File: config.mk
export PLATFORM = sky130hd
export DESIGN_NAME = fetch_unit
export DESIGN_NICKNAME = d
export VERILOG_FILES = /design/src/rtl/redux_pkg.sv /design/src/rtl/fetch_skid_buffer.sv /design/src/rtl/fetch_unit.sv
export SDC_FILE = /design/constraint.sdc
export NUM_CORES = 1
export LEC_CHECK = 0
export ABC_AREA = 1
export CORE_ASPECT_RATIO = 1.5
export CORE_UTILIZATION = 48
export CTS_BUF_LIST = sky130_fd_sc_hd__clkbuf_8
export CTS_CLUSTER_SIZE = 25
export DETAILED_ROUTE_END_ITERATION = 8
export GPL_TIMING_DRIVEN = 0
export PLACE_DENSITY = 0.78
export RECOVER_POWER = 25
export SYNTH_ARGS = -nofsm -noshare
export SYNTH_HDL_FRONTEND = slang
export SYNTH_SLANG_ARGS = --single-unit
File: constraint.sdc
create_clock -name clk -period 1.9 [get_ports clk]
set_clock_uncertainty 0.05 [all_clocks]
set_input_delay 0.38 -clock clk [delete_from_list [all_inputs] [get_ports clk]]
set_output_delay 0.38 -clock clk [all_outputs]
set_load 0.01 [all_outputs]
File: src/rtl/redux_pkg.sv
// Shared definitions for the REDUX-V front end.
package redux_pkg;

    // Width of PC and instruction word; must match instruction_memory.
    localparam int MEMORY_BITS_DEFAULT = 8;

    typedef enum logic [0:0] {
        RUN    = 1'b0,
        HALTED = 1'b1
    } fetch_state_t;

endpackage

File: src/rtl/fetch_skid_buffer.sv
// Two-entry ordered buffer: the output register seen by the decoder plus one
// skid entry that absorbs a response arriving while the output is stalled.
module fetch_skid_buffer #(
    parameter int W = 8
) (
    input  logic         i_clk,
    input  logic         i_rst,
    input  logic         i_flush,
    input  logic         i_push,
    input  logic [W-1:0] i_push_instr,
    input  logic [W-1:0] i_push_pc,
    input  logic         i_pop,
    output logic         o_out_valid,
    output logic [W-1:0] o_out_instr,
    output logic [W-1:0] o_out_pc,
    output logic [1:0]   o_occ
);

    logic         r_out_valid;
    logic [W-1:0] r_out_instr;
    logic [W-1:0] r_out_pc;
    logic         r_skid_valid;
    logic [W-1:0] r_skid_instr;
    logic [W-1:0] r_skid_pc;

    logic         w_pop;
    logic         w_base_out_valid;
    logic [W-1:0] w_base_out_instr;
    logic [W-1:0] w_base_out_pc;
    logic         w_base_skid_valid;

    assign w_pop = i_pop && r_out_valid;

    // Contents after this cycle's pop, before any push is appended.
    always_comb begin
        w_base_out_valid  = r_out_valid;
        w_base_out_instr  = r_out_instr;
        w_base_out_pc     = r_out_pc;
        w_base_skid_valid = r_skid_valid;
        if (w_pop) begin
            w_base_out_valid  = r_skid_valid;
            w_base_skid_valid = 1'b0;
            if (r_skid_valid) begin
                w_base_out_instr = r_skid_instr;
                w_base_out_pc    = r_skid_pc;
            end
        end
    end

    // Entry registers: pop shifts skid forward, push fills the first free slot.
    always_ff @(posedge i_clk) begin
        if (i_rst) begin
            r_out_valid  <= 1'b0;
            r_out_instr  <= '0;
            r_out_pc     <= '0;
            r_skid_valid <= 1'b0;
            r_skid_instr <= '0;
            r_skid_pc    <= '0;
        end else if (i_flush) begin
            r_out_valid  <= 1'b0;
            r_skid_valid <= 1'b0;
        end else begin
            r_out_valid  <= w_base_out_valid;
            r_out_instr  <= w_base_out_instr;
            r_out_pc     <= w_base_out_pc;
            r_skid_valid <= w_base_skid_valid;
            if (i_push) begin
                // The issue rule upstream must never let a third word arrive.
                assert (!(w_base_out_valid && w_base_skid_valid));
                if (!w_base_out_valid) begin
                    r_out_valid <= 1'b1;
                    r_out_instr <= i_push_instr;
                    r_out_pc    <= i_push_pc;
                end else begin
                    r_skid_valid <= 1'b1;
                    r_skid_instr <= i_push_instr;
                    r_skid_pc    <= i_push_pc;
                end
            end
        end
    end

    assign o_out_valid = r_out_valid;
    assign o_out_instr = r_out_instr;
    assign o_out_pc    = r_out_pc;
    assign o_occ       = {1'b0, r_out_valid} + {1'b0, r_skid_valid};

endmodule

File: src/rtl/fetch_unit.sv
// Instruction fetch stage: owns the PC, issues one read per cycle to the
// synchronous instruction memory and hands words to the decoder over
// valid/ready, with redirect, halt and back-pressure handling.
//
//   state  | meaning
//   RUN    | fetches issued whenever buffer space is guaranteed
//   HALTED | no new fetches; buffered words still drain
module fetch_unit
    import redux_pkg::*;
#(
    parameter int                     MEMORY_BITS = MEMORY_BITS_DEFAULT,
    parameter logic [MEMORY_BITS-1:0] RESET_PC    = '0
) (
    input  logic                   clk,
    input  logic                   rst,
    output logic [MEMORY_BITS-1:0] pc,
    input  logic [MEMORY_BITS-1:0] instruction,
    input  logic                   redirect_valid,
    input  logic [MEMORY_BITS-1:0] redirect_pc,
    input  logic                   halt,
    output logic                   fetch_valid,
    input  logic                   fetch_ready,
    output logic [MEMORY_BITS-1:0] fetch_instruction,
    output logic [MEMORY_BITS-1:0] fetch_pc,
    output logic                   halted
);

    fetch_state_t           r_state;
    fetch_state_t           w_state_next;
    logic [MEMORY_BITS-1:0] r_pc;
    logic                   r_inflight;
    logic [MEMORY_BITS-1:0] r_inflight_pc;

    logic                   w_pop;
    logic                   w_push;
    logic                   w_issue;
    logic [1:0]             w_buf_occ;
    logic [2:0]             w_occ;

    // A word being consumed this cycle frees its slot for a new issue.
    assign w_pop  = fetch_valid && fetch_ready;
    assign w_occ  = {1'b0, w_buf_occ} + {2'b00, r_inflight} - {2'b00, w_pop};
    assign w_issue = (r_state == RUN) && !redirect_valid && (w_occ < 3'd2);
    // The response for a fetch issued before a redirect is dropped here.
    assign w_push = r_inflight && !redirect_valid;

    // State register.
    always_ff @(posedge clk) begin
        if (rst) begin
            r_state <= RUN;
        end else begin
            r_state <= w_state_next;
        end
    end

    // Next-state: halt wins over a simultaneous redirect.
    always_comb begin
        w_state_next = r_state;
        case (r_state)
            RUN:     if (halt) w_state_next = HALTED;
            HALTED:  if (redirect_valid && !halt) w_state_next = RUN;
            default: w_state_next = RUN;
        endcase
    end

    // PC and in-flight tracking for the one outstanding memory read.
    always_ff @(posedge clk) begin
        if (rst) begin
            r_pc          <= RESET_PC;
            r_inflight    <= 1'b0;
            r_inflight_pc <= '0;
        end else if (redirect_valid) begin
            r_pc       <= redirect_pc;
            r_inflight <= 1'b0;
        end else if (w_issue) begin
            r_inflight    <= 1'b1;
            r_inflight_pc <= r_pc;
            r_pc          <= r_pc + 1'b1;
        end else begin
            r_inflight <= 1'b0;
        end
    end

    fetch_skid_buffer #(
        .W (MEMORY_BITS)
    ) u_buf (
        .i_clk        (clk),
        .i_rst        (rst),
        .i_flush      (redirect_valid),
        .i_push       (w_push),
        .i_push_instr (instruction),
        .i_push_pc    (r_inflight_pc),
        .i_pop        (w_pop),
        .o_out_valid  (fetch_valid),
        .o_out_instr  (fetch_instruction),
        .o_out_pc     (fetch_pc),
        .o_occ        (w_buf_occ)
    );

    assign pc     = r_pc;
    assign halted = (r_state == HALTED);

endmodule
==> results.cfg <==
[worst_setup_path]
critical_path.startpoint_type = flip-flop
cp-end-kind = flip-flop
ff2ff_path_depth = 14
worst_ep_required_time_ps = 2070
worst_path_maximum_fanout = 7
worst_ep_arrival_time_ps = 2050
criticalPathCategory = flip-flop to flip-flop

[timing]
worst_hold_slack_across_all_endpoints_ps = 437
max_slew.worst_pin.slew_ps = 458
grt_setup_unrepaired = yes
slew-limit-headroom_pct = 69.5
timing.final.crit_period_ps = 1880
report.final.hold_viol_count = 0
report.final.setup_viol = 0
totalNegativeSetupSlack_ps = 0
max_freq_mhz = 532
fin_crit_sh_pct = 99.0
timing.final.max_slew_violations = 0

[global_routing]
global_route.usage.total_pct = 23.6
grt_pass1_wl_um = 9620
use_met1_pct = 26.6
number_of_global_route_vias_before_repair = 2234
grt-ovfl-total = 0
grt_busiest_layer = met2
groute.layer.met2.usage_pct = 41.5
grt_start_max_net_pins = 17
number_of_antenna_violations_at_the_first_check_in_global_routing = 0
groute.layer.met3.usage_pct = 3.80

[power]
power-per-cell-area_nw_per_um2 = 679
power.ir.vdd_worst_mv = 0.470
total_leakage_power_nw = 1.49
post-layout-total-power_w = 0.00224

[clock_tree]
cts.clk_slew.worst_paths_ps = 90
cts_tree = built
cts_max_path_buffers = 2
cts_sinks = 52
h-tree-depth = 2
cts-hold-fix-buffers = 0
clock_latency_ps = 310
cts-root-buf = sky130_fd_sc_hd__clkbuf_8
numCtsBuffers = 5

[drt]
drt_iter0_drc = 110
vias_per_cell = 5.10
wl_per_cell_um = 12.2
drtAntennaViolNets = 0
routed_wl_um = 5880
detailroute.via_count = 2446
drtPass1Iterations = 6
drcViolationCount = 0

[cells_and_area]
post_layout_nonfiller_instances = 480
layout.cells.most_common = sky130_fd_sc_hd__nand2_1
num_antenna_cells = 0
nNetsFinal = 437
area_growth_pct = 36.6
drive_gt1_share_pct = 15.2
final_cell_mix = 73 x sky130_fd_sc_hd__nand2_1, 52 x sky130_fd_sc_hd__o21ai_0, 50 x sky130_fd_sc_hd__dfxtp_1

[die]
initial_core_util_pct = 50.1
floorplan.die.width_um = 59.9
coreArea_um2 = 4810
row_cnt = 31
die_y_um = 88.8
die_area_um2 = 5320
floorplan.io_pins = 47

[placement]
io_buffers = 46
globalplace.congestion = 0.894
dp_cells = 460
post-dp-hpwl_um = 4000

[yosys]
synth_cell_types = 25
synth_nets = 372
postSynthCellCount = 348
synth.cell_area_um2 = 2410
ys_ff_latch = 52
avgSynthCellArea_um2 = 6.93
synth_warnings = 0
seq_area_frac_synth_pct = 43.2

[hold_path]
whs_path_depth = 2
worst_hold_path_type = flip-flop to flip-flop

[flow_run]
timing.max_cap.violations = 0

[outcome]
status = finished clean
[worst max-delay path, stage by stage, from the launching register on]
cell and delay, ps:
sky130_fd_sc_hd__dfxtp_2 340, sky130_fd_sc_hd__nand2_2 90, sky130_fd_sc_hd__inv_2 60, sky130_fd_sc_hd__ha_4 260
sky130_fd_sc_hd__inv_2 30, sky130_fd_sc_hd__ha_4 210, sky130_fd_sc_hd__nand2_4 80, sky130_fd_sc_hd__nand2_4 60
sky130_fd_sc_hd__nand2_4 70, sky130_fd_sc_hd__nand3_4 130, sky130_fd_sc_hd__buf_6 180, sky130_fd_sc_hd__nand3_2 60
sky130_fd_sc_hd__nand3_2 70, sky130_fd_sc_hd__nand2_2 50, sky130_fd_sc_hd__inv_1 40
[flip-flops by register name, indices dropped and copies added, names as in the netlist]
| name | cells |
|---|---|
| u_buf.r_skid_valid | 1 |
| u_buf.r_skid_instr | 8 |
| halted | 1 |
| r_inflight | 1 |
| pc | 8 |
| r_inflight_pc | 8 |
| u_buf.o_out_pc | 8 |
| u_buf.o_out_instr | 8 |
| u_buf.r_skid_pc | 8 |
| u_buf.o_out_valid | 1 |
[synth_stat cells (all sizes together)]
cell	count	area, um^2
a21boi	1	11.3
a21o	1	7.51
a21oi	27	135
buf	10	61.3
clkbuf	6	22.5
dfxtp	52	1040
ha	3	37.5
inv	52	195
nand2	79	299
nand3	35	175
nand4	4	25.0
nor2	16	77.6
nor3	1	5.00
o21a	1	7.51
o21ai	56	280
o21bai	2	15.0
or2	1	6.26
xor2	1	8.76
[worst paths after layout]
path	to	from	slack, ps
worst max register to register	pc[6]$_SDFFE_PP0P_	u_buf.o_out_valid$_SDFF_PP0_	20
worst min-delay path	r_inflight_pc[7]$_SDFFE_PP0P_	r_inflight_pc[7]$_SDFFE_PP0P_	440
worst min register to register	r_inflight_pc[7]$_SDFFE_PP0P_	r_inflight_pc[7]$_SDFFE_PP0P_	440
worst max-delay path	pc[6]$_SDFFE_PP0P_	u_buf.o_out_valid$_SDFF_PP0_	20
[per-stage QoR]
| step | utilization, % | instance area [um^2] | worst slack [ps] |
|---|---|---|---|
| 2_1_floorplan | - | 2410 | 2.27 |
| 3_3_place_gp | 61.4 | 2950 | -730 |
| 3_5_place_dp | 61.4 | 2950 | -822 |
| 4_1_cts | 67.1 | 3230 | 9.69 |
| 5_1_grt | 68.5 | 3290 | -73.4 |
| 6_report | 68.5 | 3290 | 18.6 |
[layer usage]
metal / vias to the layer above / part of all wire [%]
met4: 0 / 2.1
met1: 1097 / 40
met5: - / 0
met3: 9 / 5.8
met2: 91 / 53
li1: 1249 / -
[power breakdown]
group | total (W) | switching (W) | internal [W] | leakage, nW
Sequential | 0.00116 | 0.0000328 | 0.00113 | 0.424
Clock | 0.000767 | 0.000377 | 0.000390 | 0.0541
Combinational | 0.000309 | 0.000159 | 0.000150 | 1.02
Total | 0.00224 | 0.000569 | 0.00167 | 1.49
[logic make-up (layout without fill, tap and decap cells)]
kind of cell	after synthesis	after routing	share of synthesized area [%]
AND/OR/NAND/NOR	136	136	24.4
buffers and inverters	68	134	11.6
adder cells (fa/ha/maj)	3	3	1.56
flip-flops	52	52	43.2
XOR/XNOR	1	1	0.363
AO/OA/AOI/OAI	88	88	18.9
[layout make-up]
type                    instances  area [um^2]
well taps                      66         82.6
clock buffers                   5         68.8
fillers                       430         1520
inverters                      52          195
plain buffers                  16         96.3
clock inverters                 3         42.5
repair buffers                 58          558
multi-input cells             228         1210
flip-flops and latches         52         1040
[timing repair]
action,CTS,global route
endpoints found under the setup margin,17,27
gates resized for setup,23,18
cloned,1,0
pin swaps,8,10
buffers inserted,11,1
hold endpoints to repair,0,0
(Power assumes the default switching activity.)
